===== src/rtl/qdi2bin_pkg.sv =====
// Shared types and helpers for the e1ofM -> binary receiver.
package qdi2bin_pkg;

   typedef enum logic {
      S_NEUTRAL,
      S_IDLE
   } state_t;

   localparam int ERRCNT_W = 16;

   function automatic int clog2(input int n);
      int r;
      r = 0;
      while ((1 << r) < n) r++;
      return r;
   endfunction

endpackage


===== src/rtl/qdi2bin_fifo.sv =====
// Synchronous FIFO with registered full/empty/level; head word read straight
// from storage so a pop exposes the next entry with no extra latency.
module qdi2bin_fifo
   import qdi2bin_pkg::*;
#(
   parameter int W     = 4,
   parameter int DEPTH = 4,
   localparam int AW   = clog2(DEPTH),
   localparam int LW   = clog2(DEPTH + 1)
)(
   input  logic          CLK,
   input  logic          RESET,
   input  logic          push,
   input  logic          pop,
   input  logic [W-1:0]  din,
   output logic [W-1:0]  dout,
   output logic          full,
   output logic          empty,
   output logic [LW-1:0] level
);

   logic [W-1:0]  mem [DEPTH];
   logic [AW-1:0] wr_ptr, rd_ptr;
   logic          push_ok, pop_ok;
   logic [LW-1:0] level_d;

   // Accept only against registered flags: a full FIFO refuses a push even
   // when a pop happens in the same cycle.
   always_comb begin
      push_ok = push && !full;
      pop_ok  = pop && !empty;
      level_d = level;
      if (push_ok && !pop_ok)      level_d = level + LW'(1);
      else if (pop_ok && !push_ok) level_d = level - LW'(1);
   end

   // Storage, pointers and registered occupancy flags.
   always_ff @(posedge CLK) begin
      if (!RESET) begin
         for (int unsigned i = 0; i < DEPTH; i++) mem[i] <= '0;
         wr_ptr <= '0;
         rd_ptr <= '0;
         level  <= '0;
         full   <= 1'b0;
         empty  <= 1'b1;
      end else begin
         if (push_ok) begin
            mem[wr_ptr] <= din;
            wr_ptr      <= (wr_ptr == AW'(DEPTH - 1)) ? '0 : wr_ptr + AW'(1);
         end
         if (pop_ok)
            rd_ptr <= (rd_ptr == AW'(DEPTH - 1)) ? '0 : rd_ptr + AW'(1);
         level <= level_d;
         full  <= (level_d == LW'(DEPTH));
         empty <= (level_d == '0);
      end
   end

   assign dout = mem[rd_ptr];

endmodule


===== src/rtl/qdi2bin_rx_1ofm.sv =====
// Multi-digit e1ofM QDI receiver: rail synchroniser, completion/neutral
// detection, one-hot decode with invalid-code flagging, handshake FSM and
// an output FIFO. Optional macro QDI2BIN_ERRCNT_EN adds a saturating
// err_count output.
module qdi2bin_rx_1ofm
   import qdi2bin_pkg::*;
#(
   parameter int DIGITS      = 2,
   parameter int RADIX       = 4,
   parameter int DEPTH       = 4,
   parameter int SYNC_STAGES = 2,
   localparam int DW         = clog2(RADIX),
   localparam int W          = DIGITS * DW,
   localparam int LW         = clog2(DEPTH + 1),
   localparam int NR         = DIGITS * RADIX
)(
   input  logic                CLK,
   input  logic                RESET,
   input  logic [NR-1:0]       L,
   output logic                Le,
   output logic [W-1:0]        dout,
   output logic                valid,
   input  logic                ready,
   output logic [LW-1:0]       level,
`ifdef QDI2BIN_ERRCNT_EN
   output logic [ERRCNT_W-1:0] err_count,
`endif
   output logic                err
);

   logic [NR-1:0]          sync_q [SYNC_STAGES];
   logic [SYNC_STAGES-1:0] busy_q;
   logic [NR-1:0]          Ls;
   logic                   complete, neutral, bad, push, full, empty;
   logic [W-1:0]           word;
   state_t                 state_q, state_d;

   // Per-rail synchroniser, cleared by reset.
   always_ff @(posedge CLK) begin
      if (!RESET) begin
         for (int unsigned s = 0; s < SYNC_STAGES; s++) sync_q[s] <= '0;
      end else begin
         sync_q[0] <= L;
         for (int unsigned s = 1; s < SYNC_STAGES; s++) sync_q[s] <= sync_q[s-1];
      end
   end

   // Synchronised "any rail high" that keeps running through reset, so a
   // freshly cleared synchroniser is not mistaken for a neutral channel.
   always_ff @(posedge CLK) begin
      busy_q <= {busy_q[SYNC_STAGES-2:0], |L};
   end

   assign Ls = sync_q[SYNC_STAGES-1];

   // Completion, neutrality and per-digit decode (multi-hot -> 0, flagged).
   always_comb begin
      logic [RADIX-1:0] dig;
      logic [DW-1:0]    val;
      complete = 1'b1;
      bad      = 1'b0;
      word     = '0;
      neutral  = (Ls == '0) && (busy_q == '0);
      for (int unsigned d = 0; d < DIGITS; d++) begin
         dig = Ls[d*RADIX +: RADIX];
         val = '0;
         if (dig == '0)
            complete = 1'b0;
         else if (!$onehot(dig))
            bad = 1'b1;
         else
            for (int unsigned i = 0; i < RADIX; i++)
               if (dig[i]) val = DW'(i);
         word[d*DW +: DW] = val;
      end
   end

   // Handshake next-state: capture a complete token when there is room.
   always_comb begin
      state_d = state_q;
      push    = 1'b0;
      case (state_q)
         S_NEUTRAL: if (neutral) state_d = S_IDLE;
         S_IDLE: begin
            if (complete && !full) begin
               push    = 1'b1;
               state_d = S_NEUTRAL;
            end
         end
         default: state_d = S_NEUTRAL;
      endcase
   end

   // State register with registered Le and err outputs.
   always_ff @(posedge CLK) begin
      if (!RESET) begin
         state_q <= S_NEUTRAL;
         Le      <= 1'b0;
         err     <= 1'b0;
      end else begin
         state_q <= state_d;
         Le      <= (state_d == S_IDLE);
         err     <= push && bad;
      end
   end

`ifdef QDI2BIN_ERRCNT_EN
   // Saturating count of invalid-code captures.
   always_ff @(posedge CLK) begin
      if (!RESET)
         err_count <= '0;
      else if (err && (err_count != '1))
         err_count <= err_count + ERRCNT_W'(1);
   end
`endif

   qdi2bin_fifo #(.W(W), .DEPTH(DEPTH)) u_fifo (
      .CLK   (CLK),
      .RESET (RESET),
      .push  (push),
      .pop   (ready),
      .din   (word),
      .dout  (dout),
      .full  (full),
      .empty (empty),
      .level (level)
   );

   assign valid = ~empty;

endmodule

===== config.mk =====
export PLATFORM = sky130hd
export DESIGN_NAME = qdi2bin_rx_1ofm
export DESIGN_NICKNAME = d
export VERILOG_FILES = /design/src/rtl/qdi2bin_pkg.sv /design/src/rtl/qdi2bin_fifo.sv /design/src/rtl/qdi2bin_rx_1ofm.sv
export SDC_FILE = /design/constraint.sdc
export NUM_CORES = 1
export LEC_CHECK = 0
export CAP_MARGIN = 20
export CORE_MARGIN = 10
export CORE_UTILIZATION = 50
export CTS_CLUSTER_SIZE = 16
export DETAILED_ROUTE_END_ITERATION = 10
export PLACE_DENSITY = 0.72
export SLEW_MARGIN = 5
export SYNTH_ARGS = -nofsm -noshare
export SYNTH_HDL_FRONTEND = slang
export SYNTH_SLANG_ARGS = --single-unit

===== constraint.sdc =====
create_clock -name CLK -period 2.28 [get_ports CLK]
set_clock_uncertainty 0.1 [all_clocks]
set_input_delay 0.228 -clock CLK [delete_from_list [all_inputs] [get_ports CLK]]
set_output_delay 0.228 -clock CLK [all_outputs]
set_load 0.01 [all_outputs]

=== Word level (Yosys, flattened, before mapping) ===
Memory sizes are Yosys's and may differ from the RTL's. A register that Yosys moved wholly into a read port is not among the register bits.
Index checks and enable logic that the tools add are counted.

* Add/subtract/negate cells: 10
* Equal/unequal tests: 5
* Muxes and demuxes: 37
* Bitwise logic cells: 4
* Reductions and logical operators: 18

{| class="wikitable"
|+ Operators with widths
! kind !! count
|-
| 2-bit 2-to-1 mux || 13
|-
| 1-bit 2-to-1 mux || 18
|-
| 8-bit 2-to-1 mux || 2
|-
| 1-bit by 1-bit adder with 2-bit output || 4
|-
| 4-bit zero test || 2
|-
| 8-bit zero test || 1
|-
| 8-bit OR reduction || 1
|-
| 1-bit logical AND || 7
|-
| 2-bit by 2-bit adder with 3-bit output || 2
|-
| 3-bit by 1-bit == test with 1-bit output (second input constant) || 2
|-
| 3-bit 2-to-1 mux || 2
|-
| 2-bit by 1-bit adder with 2-bit output (second input constant) || 2
|-
| 2-bit == test (second input constant) || 2
|-
| 1-bit zero test || 4
|-
| 4-bit 2-to-1 mux || 1
|-
| 4-bit OR reduction || 1
|-
| 3-bit by 1-bit adder with 3-bit output (second input constant) || 1
|-
| 3-bit == test (second input constant) || 1
|-
| 3-bit zero test || 1
|-
| 3-bit by 1-bit subtractor with 3-bit output (second input constant) || 1
|-
| 2-bit zero test || 1
|-
| 1-bit NOT || 2
|-
| 1-bit OR || 2
|-
| 1-bit one-hot mux with 2 select lines || 1
|}

* Bits in registers: 13
* RAM bits: 32
* Output and inout bits: 10
* Word-level logic and storage cells: 84
* Memories: 2

{| class="wikitable"
|+ Memories
! name !! depth !! bits a word !! rd ports !! clocked after Yosys merged registers in !! write ports !! RTL line !! RTL
|-
| sync_q || 2 || 8 || 2 || 0 || 2 || qdi2bin_rx_1ofm.sv:31 || <nowiki>logic [NR-1:0] sync_q [SYNC_STAGES];</nowiki>
|-
| u_fifo.mem || 4 || 4 || 1 || 1 || 4 || qdi2bin_fifo.sv:22 || <nowiki>logic [W-1:0] mem [DEPTH];</nowiki>
|}

=== Depth between registers and ports, before layout ===
Gate-level depths: netlist of the first run.

* Depth after elaboration: 12
* Gate-level depth with buffers: 8
* Depth with buffers taken out: 8

=== Modules after synthesis ===
From an unflattened synthesis of the first run, not the netlist that was laid out.

* Cell total of the unflattened synthesis: 191
* Area, all modules: 2140.8 µm²

{| class="wikitable"
|+ Modules (own cells, without submodules)
! module !! instances !! cells each !! area each (µm²) !! seq. area each (µm²)
|-
| qdi2bin_fifo || 1 || 110 || 1338.8 || 700.7
|-
| qdi2bin_rx_1ofm || 1 || 81 || 802.0 || 400.4
|}

=== Least setup slack after synthesis of the first run ===
Ideal clock, no wire load.

* Path type: register -> register
* From: memory sync_q[0][15] (netlist name)
* To: memory u_fifo.mem[1][3], data pin
* Arrival: 1.948 ns
* Slack: 0.090 ns
* Cell stages (with the launch flop): 9
* Buffers on the path: 0
* Period minus slack after synthesis: 2.190 ns
* Path through: dfxtp_1 inv_1 fa_1 inv_1 ha_1 ha_1 nor3b_1 o21ai_0 nor2_1

{| class="wikitable"
|+ RTL lines
! element !! RTL line
|-
| start: declaration || qdi2bin_rx_1ofm.sv:31
|-
| end: declaration || qdi2bin_fifo.sv:22
|}

==> flow_summary.ini, run 1 <==
[run]
cap_violations = 0

[synthesis]
yosysUniqueCellTypes = 39
yosysSeqAreaShare_pct = 54.6
ys_ff_latch = 47
syn_area_um2 = 2020
avgSynthCellArea_um2 = 11.4
synth-edff-count = 16
synthFlopType = dfxtp_1
postSynthCellCount = 177
synth_fp_nets = 200
yosys-top-cells-area = dfxtp_1, edfxtp_1, ha_1
synth_top_area_share_pct = 30.8
synth_top_area_cell = dfxtp_1
synthArstFlopShare_pct = 0
yosysWarnings = 0

[floorplanning]
die_h_um = 83.5
row_count = 23
die-area_um2 = 6980
initial_core_util_pct = 51.2
io_pins = 21
die_w_um = 83.5
core_area_um2 = 3940

[cells_and_area]
fillers = 297
final_cell_mix = dfxtp_1, nor2_1, clkdlybuf4s50_1
drive_gt1_share_pct = 15.2
num-nets-final = 233
multi_input_area_um2 = 867
antenna_cells = 0
register_area_um2 = 1100
syn2layout_area_growth_pct = 20.9
final_common_cell = dfxtp_1

[clock_network]
worstSkewPairLatency_ns = 0.29
root_buffer = clkbuf_8
numCtsBuffers = 5
path_clk_slew_ns = 0.07
clockBufferDepth = 2
clock_sinks = 47
cts_max_level = 2
cts_setup_buffers = 0
cts_tree = yes
holdBufCountCts = 0

[min_path]
hold_class = reg -> reg

[power]
swShare_pct = 24.1
p_comb_share_pct = 20.0
ir_drop_uv = 371
p_int_w = 0.00136
p_sw_w = 0.000430
p_seq_share_pct = 54.2
power_density_nw_per_um2 = 731
leakage_nw = 0.948
clock_power_share_pct = 25.8

[routing]
first_pass_iters = 4
routed_wl_mm = 3.36
drc = 0
ant_nets = 0
num_vias = 1288
routedWlPerCell_um = 12.9
vias_per_cell = 4.95
dr.first_iter.drc_count = 114

[grt]
grt_max_degree = 32
grt_overflow = 0
antenna_found_initial = 0
grt_pass1_wl_mm = 5.87
first_global_vias = 1306
grt.total_usage_pct = 10.1

[sta]
fin_crit_ns = 2.17
setup_tns_ns = 0
period_share_pct = 95.2
worst_slew_pin_slew_ns = 0.316
setup_ws_ns = 0.109
setup_viol_count_final = 0
fmax_mhz = 461
relSlewSlack_pct = 78.7
hold_violations = 0
slew_viol_final = 0

[place]
dp.final_hpwl_mm = 2.58
dp_slack_ns = -0.0692
portBuffers = 20
gp_congestion = 0.768

[status]
status = completed

[worst_setup_path]
critPathMaxFanout = 3
end_kind = register
cp_data_arrival_time_ns = 2.22
cp-start-kind = register
crit_type = reg -> reg
critical_path_required_ns = 2.32
[registers in the layout, indices dropped and copies added, names as in the netlist, named ones only]
name and count:
u_fifo.empty 1, u_fifo.mem 16, busy_q 2, sync_q 16
err 1, u_fifo.wr_ptr 2, state_q 1, u_fifo.level 3
u_fifo.rd_ptr 2, u_fifo.full 1
[critical path: stages, from the launching register on]
cell	delay (ns)
dfxtp_2	0.33
inv_2	0.04
fa_1	0.53
inv_1	0.04
ha_2	0.17
ha_4	0.24
nor3b_2	0.23
buf_4	0.15
o21ai_0	0.07
nor2_1	0.12
[layout make-up]
cell class | count | share of cell area (%)
sequential | 47 | 45.2
timing repair buffer | 30 | 11.3
tap | 50 | 2.56
inverter | 14 | 2.15
multi-input combinational | 112 | 35.5
clock buffer | 7 | 3.28
[metrics by stage]
step                hold WS [ns]  std cells  instance area, um2  total power, W  util, %
global route               0.264        260                2440         0.00188     61.9
detailed placement         0.250        253                2330         0.00134     59.2
global placement           0.250        253                2330         0.00133     59.2
floorplan                  0.219        177                2020         0.00120        -
finish                     0.262        260                2440         0.00178     61.9
CTS                        0.261        260                2420         0.00180     61.3
[power by group through the flow]
stage	Sequential (W)	Clock (W)	Combinational, W
global route	0.000978	0.000503	0.000394
finish	0.000967	0.000460	0.000357
floorplan	0.000986	0	0.000211
global placement	0.000985	0	0.000343
detailed placement	0.000988	0	0.000355
CTS	0.000968	0.000474	0.000358
[logic make-up (layout without fill, tap and decap cells)]
group                    count (synthesis)  after routing  share of synthesized area, %
multiplexers                             6              6                          5.46
XOR/XNOR                                 3              3                          2.23
adder cells (fa/ha/maj)                 12             12                          8.18
flip-flops                              47             47                          54.6
buffers and inverters                   18             51                          3.72
AO/OA/AOI/OAI                           19             19                          6.08
AND/OR/NAND/NOR                         72             72                          19.8
[repair_timing]
item	4_1_cts	5_1_grt
setup endpoints to repair	12	16
gates cloned	0	0
pin swaps	0	4
resized for setup	2	8
[worst paths after layout]
kind	startpoint	to	slack, ns	cells past startpoint
worst max-delay path	sync_q[0][15]$_SDFF_PN0_	u_fifo.mem[3][2]$_DFFE_PP_	0.11	9
worst min-delay path	busy_q[0]$_DFF_P_	busy_q[1]$_DFF_P_	0.26	0
worst max register to register	sync_q[0][15]$_SDFF_PN0_	u_fifo.mem[3][2]$_DFFE_PP_	0.11	9
worst min register to register	busy_q[0]$_DFF_P_	busy_q[1]$_DFF_P_	0.26	0
[synth_stat cells, types with 2 or more instances]
master / n
a21boi_0: 2
a21oi_1: 2
and2_1: 18
clkbuf_1: 3
dfxtp_1: 31
edfxtp_1: 16
fa_1: 2
ha_1: 10
inv_1: 14
mux2i_1: 2
mux4_2: 4
nand2_1: 9
nand4_1: 2
nor2_1: 20
nor2b_1: 3
nor3_1: 4
nor3b_1: 3
nor4_1: 2
o21ai_0: 8
or3b_4: 2
xnor2_1: 2
[layer usage]
layer | wire, um | vias up | GRT usage (%)
met5 | 0 | - | 0
li1 | - | 669 | -
met1 | 1330 | 598 | 9.83
met4 | 12 | 0 | 2.74
met3 | 133 | 2 | 4.30
met2 | 1880 | 19 | 19.0
Note: power is estimated with default switching activity, not from simulation.
==> inputs of run 2 (changes only) <==
--- a/config.mk
+++ b/config.mk
@@ -10,7 +10,7 @@
 export CORE_UTILIZATION = 50
 export CTS_CLUSTER_SIZE = 16
 export DETAILED_ROUTE_END_ITERATION = 10
-export PLACE_DENSITY = 0.72
+export PLACE_DENSITY = 0.81
 export SLEW_MARGIN = 5
 export SYNTH_ARGS = -nofsm -noshare
 export SYNTH_HDL_FRONTEND = slang
==> run 2 against run 1 <==
Net effect:
- routed wire length fell by 2.5%
- worst hold slack got worse by 0.0044 ns
- die area did not move
- via count rose by 1.2%
- sequential power barely moved
==> flow_summary.ini, run 2 (synthesized netlist as in run 1, its figures left out) <==
[routing]
vias_per_cell = 5.05
dr.first_iter.drc_count = 74
routed_wl_mm = 3.28
drc = 0
ant_nets = 0
routedWlPerCell_um = 12.7
first_pass_iters = 5
num_vias = 1304

[floorplanning]
io_pins = 21
initial_core_util_pct = 51.2
die-area_um2 = 6980
core_area_um2 = 3940
row_count = 23
die_w_um = 83.5
die_h_um = 83.5

[cells_and_area]
antenna_cells = 0
final_common_cell = dfxtp_1
num-nets-final = 230
finish.instance_area_um2 = 2480
reg_top3 = sync_q x16, u_fifo.mem x16, u_fifo.level x3
drive_gt1_share_pct = 15.9
register_area_um2 = 1100
fillers = 324
fin_util_pct = 62.9
syn2layout_area_growth_pct = 22.9
final_cell_mix = dfxtp_1, nor2_1, clkdlybuf4s50_1
multi_input_area_um2 = 898

[worst_setup_path]
slowest_delay_ns = 0.53
cp_cell_sequence = mux4_2 > clkdlybuf4s50_1
crit_family = multiplexers
cp-start-kind = register
cp_data_arrival_time_ns = 1.82
crit_type = reg -> out
critPathMaxFanout = 4
path_buf_inv = 1
cp_slowest_cell = mux4_2
critical_path_required_ns = 1.95
r2r_slack_ns = 0.15
end_kind = primary output

[sta]
period_share_pct = 94.0
setup_ws_ns = 0.136
fin_crit_ns = 2.14
whs_ns = 0.258
fmax_mhz = 466
rsz0062_at_grt = no
slew_viol_final = 0
setup_viol_count_final = 0
relSlewSlack_pct = 81.5
hold_violations = 0
worst_slew_pin_slew_ns = 0.278

[clock_network]
cts_setup_buffers = 0
cts_tree = yes
root_buffer = clkbuf_8
worstSkewPairLatency_ns = 0.30
clock_sinks = 47
numCtsBuffers = 5
cts_max_level = 2
clockBufferDepth = 2
path_clk_slew_ns = 0.09

[place]
dp_slack_ns = -0.139
gp_congestion = 0.788
portBuffers = 20
dp.final_hpwl_mm = 2.49
dpl-instance-area_um2 = 2310

[power]
finalPower_w = 0.00193
ir_drop_uv = 625
power_density_nw_per_um2 = 777
leakage_nw = 0.954

[grt]
busiest_layer = met2
grt.total_usage_pct = 9.67
grt_pass1_wl_mm = 5.61
grt_use_met2_pct = 16.3
first_global_vias = 1285
grt_overflow = 0
use_met3_pct = 3.81
grt_max_degree = 32
met1_usage_pct = 10.2
antenna_found_initial = 0

[min_path]
hold_class = reg -> reg

[run]
cap_violations = 0

[status]
status = completed
## run 2: cell count changes in the layout (fill, tap and decap cells not counted), moves of 2 or more
cell	change
nor3b_2	-2
buf_4	-3
o21ai_2	+4
o21ai_1	-4
nor3b_4	+2
## run 2: path summary, 6_finish.rpt
check	from	end	cells after the start
min	busy_q[0]$_DFF_P_	busy_q[1]$_DFF_P_	0
min reg2reg	busy_q[0]$_DFF_P_	busy_q[1]$_DFF_P_	0
max	register	dout[2]	2
max reg2reg	sync_q[0][8]$_SDFF_PN0_	u_fifo.mem[2][0]$_SDFFCE_PN0P_	8
## run 2: through the flow
step	instances	TNS, ns
2_1_floorplan	177	0
3_3_place_gp	250	-0.0418
3_5_place_dp	250	-0.975
4_1_cts	258	0
5_1_grt	258	0
6_report	258	0
## run 2: layout make-up
class | instances | area share, %
repair buffers | 27 | 10.2
clock inverters | 3 | 1.77
well taps | 50 | 2.52
inverters | 14 | 2.12
flip-flops and latches | 47 | 44.4
clock buffers | 5 | 2.77
multi-input cells | 112 | 36.2
## run 2: power by group
part           internal [W]  switching [W]
Combinational      0.000211       0.000150
Clock              0.000326       0.000270
Sequential         0.000922      0.0000475
Total               0.00146       0.000468
## run 2: what timing repair did
item / 4_1_cts / 5_1_grt
setup endpoints to repair: 16 / 16
gates cloned: 0 / 0
hold buffers: 0 / 0
pin swaps: 0 / 4
resized for setup: 5 / 9
## run 2: layer usage
| metal | wire length (um) | up-vias |
|---|---|---|
| li1 | - | 672 |
| met1 | 1330 | 601 |
| met2 | 1700 | 24 |
| met3 | 171 | 7 |
| met4 | 72 | 0 |
| met5 | 0 | - |
==> inputs of run 3 (changes only) <==
--- a/config.mk
+++ b/config.mk
@@ -11,7 +11,7 @@
 export CTS_CLUSTER_SIZE = 16
 export DETAILED_ROUTE_END_ITERATION = 10
 export PLACE_DENSITY = 0.81
-export SLEW_MARGIN = 5
+export SLEW_MARGIN = 20
 export SYNTH_ARGS = -nofsm -noshare
 export SYNTH_HDL_FRONTEND = slang
 export SYNTH_SLANG_ARGS = --single-unit
==> results of run 3 <==
The final DEF is identical to that of run 2; final timing and power are the same.
